`src/rtl/riscv_pkg.sv`:
```
// Shared register-file types and widths for the integer pipeline.
package riscv_pkg;
  localparam int XLEN     = 32;
  localparam int REG_AW   = 5;
  localparam int NUM_REGS = 32;

  typedef logic [REG_AW-1:0] reg_addr_t;
  typedef logic [XLEN-1:0]   word_t;
endpackage

```
`src/rtl/operand_fetch_if.sv`:
```
// Decode/regfile/write-back/execute signal bundle around the operand-fetch stage.
interface operand_fetch_if;
  import riscv_pkg::*;

  logic      issue_valid;
  logic      issue_ready;
  reg_addr_t issue_rs1;
  reg_addr_t issue_rs2;
  reg_addr_t issue_rd;
  logic      issue_rd_wen;
  reg_addr_t addr_a;
  reg_addr_t addr_b;
  word_t     data_a;
  word_t     data_b;
  logic      reg_write;
  reg_addr_t addr_write;
  word_t     data_write;
  logic      op_valid;
  logic      op_ready;
  word_t     op_a;
  word_t     op_b;
  reg_addr_t op_rd;
  logic      op_rd_wen;

  modport slave (
    input  issue_valid, issue_rs1, issue_rs2, issue_rd, issue_rd_wen,
    input  data_a, data_b, reg_write, addr_write, data_write, op_ready,
    output issue_ready, addr_a, addr_b, op_valid, op_a, op_b, op_rd, op_rd_wen
  );

  modport master (
    output issue_valid, issue_rs1, issue_rs2, issue_rd, issue_rd_wen,
    output data_a, data_b, reg_write, addr_write, data_write, op_ready,
    input  issue_ready, addr_a, addr_b, op_valid, op_a, op_b, op_rd, op_rd_wen
  );
endinterface

```
`src/rtl/reg_scoreboard.sv`:
```
// Pending-write bit per architectural register; x0 never pending.
// Same-cycle set and clear of one index leaves the bit set.
module reg_scoreboard
  import riscv_pkg::*;
(
  input  logic      clk,
  input  logic      reset,
  input  logic      set_en,
  input  reg_addr_t set_idx,
  input  logic      clr_en,
  input  reg_addr_t clr_idx,
  input  reg_addr_t rs1,
  input  reg_addr_t rs2,
  input  reg_addr_t rd,
  output logic      rs1_pend,
  output logic      rs2_pend,
  output logic      rd_pend,
  output logic      rs1_clr,
  output logic      rs2_clr,
  output logic      rd_clr
);
  logic [NUM_REGS-1:0] pend, pend_nxt;

  always_comb begin
    pend_nxt = pend;
    if (clr_en) pend_nxt[clr_idx] = 1'b0;
    if (set_en) pend_nxt[set_idx] = 1'b1;
    pend_nxt[0] = 1'b0;
  end

  always_ff @(posedge clk or negedge reset) begin
    if (!reset) pend <= '0;
    else        pend <= pend_nxt;
  end

  assign rs1_pend = pend[rs1];
  assign rs2_pend = pend[rs2];
  assign rd_pend  = pend[rd];
  assign rs1_clr  = clr_en && (clr_idx == rs1) && (rs1 != '0);
  assign rs2_clr  = clr_en && (clr_idx == rs2) && (rs2 != '0);
  assign rd_clr   = clr_en && (clr_idx == rd)  && (rd  != '0);
endmodule

```
`src/rtl/operand_fetch.sv`:
```
// Operand fetch: scoreboarded register read with registered output to execute.
// Define OPFETCH_BYPASS_EN for same-cycle write-back bypass of source operands.
module operand_fetch
  import riscv_pkg::*;
(
  input  logic            clk,
  input  logic            reset,
  operand_fetch_if.slave  bus
);
  localparam int NSRC = 2;

  logic [NSRC-1:0][REG_AW-1:0] src;
  logic [NSRC-1:0][XLEN-1:0]   rf_d;
  logic [NSRC-1:0][XLEN-1:0]   opnd;
  logic [NSRC-1:0]             src_pend, src_clr, src_hz;
  logic                        rd_pend, rd_clr, hazard, accept;

  assign src       = {bus.issue_rs2, bus.issue_rs1};
  assign rf_d      = {bus.data_b, bus.data_a};
  assign bus.addr_a = bus.issue_rs1;
  assign bus.addr_b = bus.issue_rs2;

  reg_scoreboard u_sb (
    .clk      (clk),
    .reset    (reset),
    .set_en   (accept && bus.issue_rd_wen),
    .set_idx  (bus.issue_rd),
    .clr_en   (bus.reg_write),
    .clr_idx  (bus.addr_write),
    .rs1      (bus.issue_rs1),
    .rs2      (bus.issue_rs2),
    .rd       (bus.issue_rd),
    .rs1_pend (src_pend[0]),
    .rs2_pend (src_pend[1]),
    .rd_pend  (rd_pend),
    .rs1_clr  (src_clr[0]),
    .rs2_clr  (src_clr[1]),
    .rd_clr   (rd_clr)
  );

  for (genvar s = 0; s < NSRC; s++) begin : g_src
`ifdef OPFETCH_BYPASS_EN
    assign src_hz[s] = src_pend[s] && !src_clr[s];
    assign opnd[s]   = (src[s] == '0) ? '0 :
                       (bus.reg_write && bus.addr_write == src[s]) ? bus.data_write : rf_d[s];
`else
    // Without bypass the clearing cycle still stalls so the next read sees the written file.
    assign src_hz[s] = src_pend[s];
    assign opnd[s]   = (src[s] == '0) ? '0 : rf_d[s];
`endif
  end

`ifndef OPFETCH_BYPASS_EN
  logic unused_bypass;
  assign unused_bypass = ^{src_clr, bus.data_write};
`endif

  // An in-flight write to rd retiring this cycle no longer blocks a new writer.
  assign hazard = (|src_hz) || (rd_pend && !rd_clr);
  assign bus.issue_ready = reset && !hazard && (!bus.op_valid || bus.op_ready);
  assign accept = bus.issue_valid && bus.issue_ready;

  always_ff @(posedge clk or negedge reset) begin
    if (!reset) begin
      bus.op_valid  <= 1'b0;
      bus.op_a      <= '0;
      bus.op_b      <= '0;
      bus.op_rd     <= '0;
      bus.op_rd_wen <= 1'b0;
    end else if (accept) begin
      bus.op_valid  <= 1'b1;
      bus.op_a      <= opnd[0];
      bus.op_b      <= opnd[1];
      bus.op_rd     <= bus.issue_rd;
      bus.op_rd_wen <= bus.issue_rd_wen;
    end else if (bus.op_ready) begin
      bus.op_valid  <= 1'b0;
    end
  end
endmodule

```
`src/flat_wrapper.sv`:
```
// flat-port wrapper written by rule: the top's interface ports become plain ports
module operand_fetch_flat import riscv_pkg::*;
  (clk, reset, bus_issue_valid, bus_issue_rs1, bus_issue_rs2, bus_issue_rd, bus_issue_rd_wen, bus_data_a, bus_data_b, bus_reg_write, bus_addr_write, bus_data_write, bus_op_ready, bus_issue_ready, bus_addr_a, bus_addr_b, bus_op_valid, bus_op_a, bus_op_b, bus_op_rd, bus_op_rd_wen);
  operand_fetch_if bus_i ();
  input  logic clk;
  input  logic reset;
  input wire logic [$bits(bus_i.issue_valid)-1:0] bus_issue_valid;
  input wire logic [$bits(bus_i.issue_rs1)-1:0] bus_issue_rs1;
  input wire logic [$bits(bus_i.issue_rs2)-1:0] bus_issue_rs2;
  input wire logic [$bits(bus_i.issue_rd)-1:0] bus_issue_rd;
  input wire logic [$bits(bus_i.issue_rd_wen)-1:0] bus_issue_rd_wen;
  input wire logic [$bits(bus_i.data_a)-1:0] bus_data_a;
  input wire logic [$bits(bus_i.data_b)-1:0] bus_data_b;
  input wire logic [$bits(bus_i.reg_write)-1:0] bus_reg_write;
  input wire logic [$bits(bus_i.addr_write)-1:0] bus_addr_write;
  input wire logic [$bits(bus_i.data_write)-1:0] bus_data_write;
  input wire logic [$bits(bus_i.op_ready)-1:0] bus_op_ready;
  output wire logic [$bits(bus_i.issue_ready)-1:0] bus_issue_ready;
  output wire logic [$bits(bus_i.addr_a)-1:0] bus_addr_a;
  output wire logic [$bits(bus_i.addr_b)-1:0] bus_addr_b;
  output wire logic [$bits(bus_i.op_valid)-1:0] bus_op_valid;
  output wire logic [$bits(bus_i.op_a)-1:0] bus_op_a;
  output wire logic [$bits(bus_i.op_b)-1:0] bus_op_b;
  output wire logic [$bits(bus_i.op_rd)-1:0] bus_op_rd;
  output wire logic [$bits(bus_i.op_rd_wen)-1:0] bus_op_rd_wen;
  assign bus_i.issue_valid = bus_issue_valid;
  assign bus_i.issue_rs1 = bus_issue_rs1;
  assign bus_i.issue_rs2 = bus_issue_rs2;
  assign bus_i.issue_rd = bus_issue_rd;
  assign bus_i.issue_rd_wen = bus_issue_rd_wen;
  assign bus_i.data_a = bus_data_a;
  assign bus_i.data_b = bus_data_b;
  assign bus_i.reg_write = bus_reg_write;
  assign bus_i.addr_write = bus_addr_write;
  assign bus_i.data_write = bus_data_write;
  assign bus_i.op_ready = bus_op_ready;
  assign bus_issue_ready = bus_i.issue_ready;
  assign bus_addr_a = bus_i.addr_a;
  assign bus_addr_b = bus_i.addr_b;
  assign bus_op_valid = bus_i.op_valid;
  assign bus_op_a = bus_i.op_a;
  assign bus_op_b = bus_i.op_b;
  assign bus_op_rd = bus_i.op_rd;
  assign bus_op_rd_wen = bus_i.op_rd_wen;
  operand_fetch u_core (.clk(clk), .reset(reset), .bus(bus_i));
endmodule
```
`config.mk`:
```
export PLATFORM = sky130hd
export DESIGN_NAME = operand_fetch_flat
export DESIGN_NICKNAME = d
export VERILOG_FILES = /design/src/rtl/riscv_pkg.sv /design/src/rtl/operand_fetch_if.sv /design/src/rtl/reg_scoreboard.sv /design/src/rtl/operand_fetch.sv /design/src/flat_wrapper.sv
export SDC_FILE = /design/constraint.sdc
export NUM_CORES = 1
export LEC_CHECK = 0
export BUFFER_PORTS_ARGS = -buffer_cell sky130_fd_sc_hd__buf_2
export CAP_MARGIN = 20
export CORE_MARGIN = 2
export CORE_UTILIZATION = 54
export CTS_CLUSTER_SIZE = 24
export DETAILED_ROUTE_END_ITERATION = 10
export PLACE_DENSITY_LB_ADDON = 0.08
export SYNTH_ARGS = -nofsm -noshare
export SYNTH_HDL_FRONTEND = slang
export SYNTH_SLANG_ARGS = --single-unit
```
`constraint.sdc`:
```
create_clock -name clk -period 5 [get_ports clk]
set_clock_uncertainty 0.05 [all_clocks]
set_input_delay 0.25 -clock clk [delete_from_list [all_inputs] [get_ports clk]]
set_output_delay 0.25 -clock clk [all_outputs]
set_load 0.005 [all_outputs]
```
==> results of run 1 <==
-- cell usage after synthesis (2+ instances only) --
library cell	count	area share, %
buf_6	2	0.41
nor4b_1	2	0.32
nor3_1	6	0.55
mux4_2	14	5.8
buf_2	7	0.64
inv_1	67	4.6
xor2_1	3	0.48
o31ai_1	32	4.4
nand2_1	73	5.0
and3_1	2	0.23
a21oi_1	4	0.37
clkbuf_1	22	1.5
nor4_1	3	0.35
or3b_2	7	1.1
dfrtp_1	102	47
mux2i_1	83	15
nand3b_1	10	1.4
o21ai_0	33	3.0
buf_4	13	1.8
or3_1	2	0.23
nor2_1	4	0.28
mux2_2	9	1.9
nor2b_1	2	0.23
o22ai_1	5	0.58
nand3_1	6	0.55
-- metrics by stage --
stage | hold slack [ns] | instance area, sq um | total power (uW) | utilization (%)
2_1_floorplan | -0.0956 | 5430 | 1410 | -
3_5_place_dp | 0.131 | 6310 | 1710 | 64.6
4_1_cts | 0.0249 | 6540 | 2290 | 66.9
3_3_place_gp | 0.125 | 6260 | 1680 | 64.0
6_report | 0.0336 | 6540 | 2270 | 66.9
5_1_grt | 0.0262 | 6540 | 2420 | 66.9
-- what timing repair did --
item / 4_1_cts / 5_1_grt
hold buffers: 1 / 0
hold endpoints to repair: 23 / 0
resized for setup: 0 / 0
-- routing by layer --
layer  part of all wire (%)  vias to the layer above
met5                      0                        -
met2                     48                      197
li1                       -                     2098
met4                    1.7                        0
met1                     41                     2158
met3                    9.6                       17
-- flip-flops by register name (all words and copies together) (netlist names) --
name and flops:
u_core.bus.op_a 32, u_core.bus.op_rd 5, u_core.bus.op_valid 1, u_core.bus.op_b 32
u_core.bus.op_rd_wen 1, u_core.u_sb.pend 31
-- layout make-up --
cell class	count	area, sq um	share of cell area [%]
Sequential cell	102	2550	39.0
Clock inverter	7	95.1	1.45
Multi-Input combinational cell	313	2390	36.6
Timing Repair Buffer	177	958	14.7
Clock buffer	9	124	1.89
Tap cell	133	166	2.54
Inverter	67	251	3.85
-- worst max-delay path, cell delays in order, from the launching register on --
cell	delay [ns]
dfrtp_1	0.43
mux4_2	0.49
mux4_2	0.46
a22oi_1	0.26
nand4_1	0.24
buf_12	0.31
mux2_2	0.33
-- cells in the final DEF (no fill, tap or decap), types with 3 or more instances in the layout --
cell,count
buf_4,3
mux2i_1,83
xor2_1,3
a21oi_1,4
mux4_2,14
or3b_2,7
dfrtp_1,102
nor4_1,3
clkbuf_8,9
nor3_1,6
nor2_1,4
nand3_1,6
o21ai_0,33
nand2_1,73
o31ai_1,32
nand3b_1,10
inv_1,67
mux2_2,9
o22ai_1,5
buf_2,170
-- report_power, final --
group          internal (uW)  switching, uW  total, uW
registers               1000            106       1110
clock network            284            305        589
logic                    288            286        575
-- final timing paths --
path                                                     to  slack (ns)
setup / recovery           u_core.bus.op_rd_wen$_DFFE_PN0P_        2.25
hold / removal              u_core.bus.op_b[14]$_DFFE_PN0P_        0.03
setup reg to reg           u_core.bus.op_rd_wen$_DFFE_PN0P_        2.25
hold reg to reg             u_core.bus.op_rd[2]$_DFFE_PN0P_        0.47
max in group asynchronous    u_core.u_sb.pend[16]$_DFF_PN0_        3.35
min in group asynchronous   u_core.bus.op_a[24]$_DFFE_PN0P_        0.27
-- logic make-up after synthesis --
group	Yosys count	synth area share, %
compound gates	81	9.49
buf+inv	111	9.00
mux	106	23.0
flops	102	47.0
xor+xnor	4	0.645
simple gates	122	10.9
==> qor.csv, run 1 <==
stage;metric;value;unit
timing;hold_violations;0;
floorplan;fp.dieW;104;microns
layout;nNetsFinal;792;
placed_design;place.gp.congestion;0.893;
floorplan;die_area;10900;sq um
power_and_ir_drop;p_leak;0.00373;uW
global_routing;grt_pass1_wl;22.4;mm
clocking;cts_root_buf;clkbuf_8;
layout;num_antenna_cells;0;
global_routing;grt_max_degree;89;
hold_path;hold_path.class;in -> reg;
drt;first_pass_iters;4;
setup_path;cp_max_fo;88;
drt;drt_iter0_drc;262;
timing;finalSetupViolations;0;
placed_design;portBuffers;171;
clocking;clk_latency;0.37;ns
clocking;clk_pin_slew;0.11;ns
power_and_ir_drop;power_density;348;nW/um^2
layout;nFillCells;805;
floorplan;fp.dieH;104;microns
logic_synthesis;synth_cells;526;
timing;min_period_over_period;54.9;%
logic_synthesis;synth-edff-count;0;
placed_design;dp_cells;791;
logic_synthesis;synth.distinct_cells;38;
logic_synthesis;ys.flop_type;dfrtp_1;
layout;drive_above_1_share;32.9;%
timing;worst_slack;2.25;ns
logic_synthesis;avgSynthCellArea;10.3;sq um
setup_path;crit_required;5.22;ns
drt;wire_per_inst;17.1;microns
clocking;clock_sinks;102;
clocking;cts_tree;done;
floorplan;io-pin-count;204;
clocking;clockBufferDepth;2;
floorplan;core_area;9770;sq um
floorplan;initial_core_util;55.6;%
drt;vias_per_cell;5.53;
logic_synthesis;ys_seq_elements;102;
timing;slew_headroom;35.6;%
power_and_ir_drop;vdd_drop_max;0.207;mV
logic_synthesis;syn_nets;648;
timing;rsz0062_at_grt;no;
setup_path;arrival;2.97;ns
layout;area_delta_synth_final;20.4;%
global_routing;grt_antenna_before_repair;0;
clocking;h-tree-depth;3;
logic_synthesis;yosys_warnings;0;
logic_synthesis;yosysSeqAreaShare;47.0;%
global_routing;grt_use_met1;33.9;%
timing;min_period;2.75;ns
floorplan;row_count;36;
drt;antenna_left;0;
clocking;postCtsSetupRepairBufs;0;
drt;postRouteWirelength;13.8;mm
status;status;completed;
hold_path;min_path_cells;3;
global_routing;grt_util_met3;8.65;%
setup_path;startpoint_type;register;
timing;fin_tns_setup;0;ns
drt;vias;4470;
layout;instances_no_fill;808;
logic_synthesis;async_reset_ff_share;100;%
logic_synthesis;synth_area;5430;sq um
timing;fmaxAchievable;364;MHz
global_routing;grt_usage;25.9;%
global_routing;overflow;0;
setup_path;reg2reg_depth;6;
clocking;cts_buffers;9;
global_routing;grt_most_used_layer;met2;
setup_path;end_kind;register;
setup_path;crit_type;reg -> reg;
global_routing;grt_pass1_vias;4476;
setup_path;critPathLaunch;u_core.u_sb.pend[21]$_DFF_PN0_;
timing;slew_violations;0;
hold_path;hp-start;bus_data_b[14];
placed_design;hpwl;9.85;mm
timing;worst_slew_pin_slew;0.967;ns
placed_design;dpl_worst_slack;2.06;ns
global_routing;grtUsageMet2;40.1;%
drt;drc;0;
job;maxCapViolCount;0;
setup_path;regToRegStartpoint;u_core.u_sb.pend[21]$_DFF_PN0_;
(Power assumes the default switching activity.)
==> run 2: changes to the inputs <==
--- a/config.mk
+++ b/config.mk
@@ -8,7 +8,7 @@
 export BUFFER_PORTS_ARGS = -buffer_cell sky130_fd_sc_hd__buf_2
 export CAP_MARGIN = 20
 export CORE_MARGIN = 2
-export CORE_UTILIZATION = 54
+export CORE_UTILIZATION = 50
 export CTS_CLUSTER_SIZE = 24
 export DETAILED_ROUTE_END_ITERATION = 10
 export PLACE_DENSITY_LB_ADDON = 0.08
==> constraint.sdc (replaced) <==
create_clock -name clk -period 2.75 [get_ports clk]
set_clock_uncertainty 0.05 [all_clocks]
set_input_delay 0.1375 -clock clk [delete_from_list [all_inputs] [get_ports clk]]
set_output_delay 0.1375 -clock clk [all_outputs]
set_load 0.005 [all_outputs]
==> run 2 against run 1 <==
Worst hold slack better by 0.019 ns. Clock-buffer cell count grew 1. Wire length rose by 11%. Clock power rose by 90%. Critical endpoint is now u_core.u_sb.pend[23]$_DFF_PN0_. Fmax rose by 2.3%.
==> qor.csv, run 2 (synthesis gave the netlist of run 1 again) <==
stage;metric;value;unit;change
status;status;completed;;unchanged
layout;drive_above_1_share;31.0;%;was 32.9%
timing;min_period;2.68;ns;was 2.75 ns
drt;antenna_left;0;;unchanged
power_and_ir_drop;switchingPower;1270;uW;was 697 uW
power_and_ir_drop;pwr-share-comb;26.9;%;was 25.3%
setup_path;arrival;2.89;ns;was 2.97 ns
layout;layout_common_cells;buf_2, dfrtp_1, mux2i_1, nand2_1, inv_1;;unchanged
job;maxCapViolCount;0;;unchanged
setup_path;regToRegEndpoint;u_core.u_sb.pend[23]$_DFF_PN0_;;was u_core.bus.op_rd_wen$_DFFE_PN0P_
drt;drt_iter0_drc;306;;was 262
clocking;clockBufferDepth;2;;unchanged
global_routing;grt_antenna_before_repair;0;;unchanged
power_and_ir_drop;p_leak;0.00405;uW;was 0.00373 uW
clocking;clock_sinks;102;;unchanged
floorplan;die_area;11700;sq um;was 10,900 sq um
floorplan;fp.dieH;108;microns;was 104 microns
timing;min_period_over_period;97.6;%;was 54.9%
power_and_ir_drop;switching_share;29.6;%;was 30.7%
setup_path;end_kind;register;;unchanged
global_routing;grt_usage;27.1;%;was 25.9%
floorplan;fp.dieW;108;microns;was 104 microns
placed_design;portBuffers;171;;unchanged
placed_design;hpwl;10.0;mm;was 9.85 mm
hold_path;min_path_cells;2;;was 3
global_routing;overflow;0;;unchanged
drt;wire_per_inst;17.1;microns;about the same
hold_path;holdPathEnd;u_core.bus.op_rd[3]$_DFFE_PN0P_;;was u_core.bus.op_b[14]$_DFFE_PN0P_
floorplan;row_count;38;;was 36
clocking;cts_root_buf;clkbuf_8;;unchanged
drt;postRouteWirelength;15.3;mm;was 13.8 mm
clocking;cts_tree;done;;unchanged
placed_design;place.gp.congestion;0.904;;was 0.893
timing;slew_headroom;52.3;%;was 35.6%
layout;area_delta_synth_final;33.9;%;was 20.4%
layout;nFillCells;840;;was 805
power_and_ir_drop;p_int;3030;uW;was 1580 uW
power_and_ir_drop;pwr-share-clk;26.1;%;was 25.9%
clocking;cts_buffers;9;;unchanged
drt;vias;4835;;was 4,470
global_routing;grt_max_degree;94;;was 89
layout;fin_util;68.0;%;was 66.9%
setup_path;reg2reg_slack;0.07;ns;was 2.25 ns
power_and_ir_drop;vdd_drop_max;0.348;mV;was 0.207 mV
floorplan;core_area;10700;sq um;was 9770 sq um
clocking;clk_latency;0.37;ns;about the same
setup_path;cp_max_fo;47;;was 88
timing;worst_slew_pin_slew;0.716;ns;was 0.967 ns
drt;drc;0;;unchanged
layout;num_antenna_cells;0;;unchanged
global_routing;grt_pass1_vias;5041;;was 4,476
timing;rsz0062_at_grt;no;;unchanged
layout;reg.largest.list;u_core.bus.op_a (32), u_core.bus.op_b (32), u_core.u_sb.pend (31);;unchanged
timing;slew_violations;0;;unchanged
layout;final_common_cell;buf_2;;unchanged
layout;nNetsFinal;869;;was 792
floorplan;io-pin-count;204;;unchanged
hold_path;hold_path.class;in -> reg;;unchanged
setup_path;crit_type;reg -> reg;;unchanged
timing;hold_violations;0;;unchanged
setup_path;regToRegStartpoint;u_core.u_sb.pend[30]$_DFF_PN0_;;was u_core.u_sb.pend[21]$_DFF_PN0_
timing;fmaxAchievable;372;MHz;was 364 MHz
power_and_ir_drop;p_seq_share;47.0;%;was 48.8%
global_routing;grt_pass1_wl;24.5;mm;was 22.4 mm
timing;fin_tns_setup;0;ns;unchanged
clocking;clk_pin_slew;0.09;ns;was 0.11 ns
hold_path;hp-start;bus_issue_rd[3];;was bus_data_b[14]
drt;first_pass_iters;4;;unchanged
floorplan;initial_core_util;50.8;%;was 55.6%
setup_path;reg2reg_depth;7;;was 6
power_and_ir_drop;power_density;591;nW/um^2;was 348 nW/um^2
timing;finalSetupViolations;0;;unchanged
setup_path;crit_required;2.95;ns;was 5.22 ns
clocking;h-tree-depth;3;;unchanged
drt;vias_per_cell;5.42;;was 5.53
setup_path;startpoint_type;register;;unchanged
-- run 2: layer usage --
layer / part of all wire (%) / global-route usage, % / vias to the layer above / routed length (microns)
met2: 50 / 43.9 / 213 / 7600
met5: 0 / 0 / - / 0
met4: 2.5 / 12.6 / 0 / 388
met3: 7.5 / 5.79 / 34 / 1140
met1: 40 / 35.0 / 2349 / 6140
li1: - / - / 2239 / -
-- run 2: what timing repair did --
item	CTS	global route
hold buffers	66	0
endpoints found under the hold margin	111	0
buffers inserted	0	1
endpoints found under the setup margin	0	40
resized for setup	0	1
-- run 2: how the worst max path moves through the flow --
stage,from,to,slack [ns],cells past startpoint
floorplan,bus_issue_rs2[0],u_core.bus.op_a[10]$_DFFE_PN0P_,0.38,8
global route,u_core.u_sb.pend[21]$_DFF_PN0_,u_core.u_sb.pend[1]$_DFF_PN0_,0.002,7
detailed placement,bus_issue_rs2[0],u_core.bus.op_rd[4]$_DFFE_PN0P_,0.003,7
global placement,bus_issue_rs2[0],u_core.bus.op_rd_wen$_DFFE_PN0P_,0.05,7
CTS,u_core.u_sb.pend[23]$_DFF_PN0_,u_core.bus.op_rd[4]$_DFFE_PN0P_,0.003,6
finish,u_core.u_sb.pend[30]$_DFF_PN0_,u_core.u_sb.pend[23]$_DFF_PN0_,0.07,7
-- run 2: final cells by class --
cell class                 count  area, sq um  area share (%)
timing repair buffer         254         1670            22.9
multi-input combinational    313         2390            32.9
clock inverter                 6          109            1.50
inverter                      67          251            3.46
sequential                   102         2550            35.1
tap                          140          175            2.41
clock buffer                  10          128            1.75
-- run 2: power groups by stage --
stage | Sequential, uW | Combinational (uW) | Clock [uW]
2_1_floorplan | 2050 | 513 | 0
3_3_place_gp | 2020 | 1040 | 0
3_5_place_dp | 2040 | 1080 | 0
4_1_cts | 2010 | 1150 | 1150
5_1_grt | 2060 | 1290 | 1210
6_report | 2020 | 1160 | 1120
-- run 2: worst max-delay path: stages, from the launching register on --
cell and delay (ns):
dfrtp_1 0.43, mux4_2 0.47, mux4_2 0.48, a22oi_1 0.25, nand4_1 0.11, buf_4 0.18
clkbuf_16 0.23, o31ai_1 0.33
-- run 2: per-stage QoR --
step / total power [uW] / cells / setup slack, ns / instance area [sq um] / hold slack, ns
4_1_cts: 4320 / 890 / 0.00320 / 7250 / 0.0362
3_5_place_dp: 3120 / 808 / 0.00344 / 6350 / 0.234
5_1_grt: 4570 / 892 / 0.00213 / 7280 / 0.0450
2_1_floorplan: 2570 / 526 / 0.377 / 5430 / -0.208
3_3_place_gp: 3070 / 808 / 0.0519 / 6350 / 0.232
6_report: 4300 / 892 / 0.0650 / 7280 / 0.0521
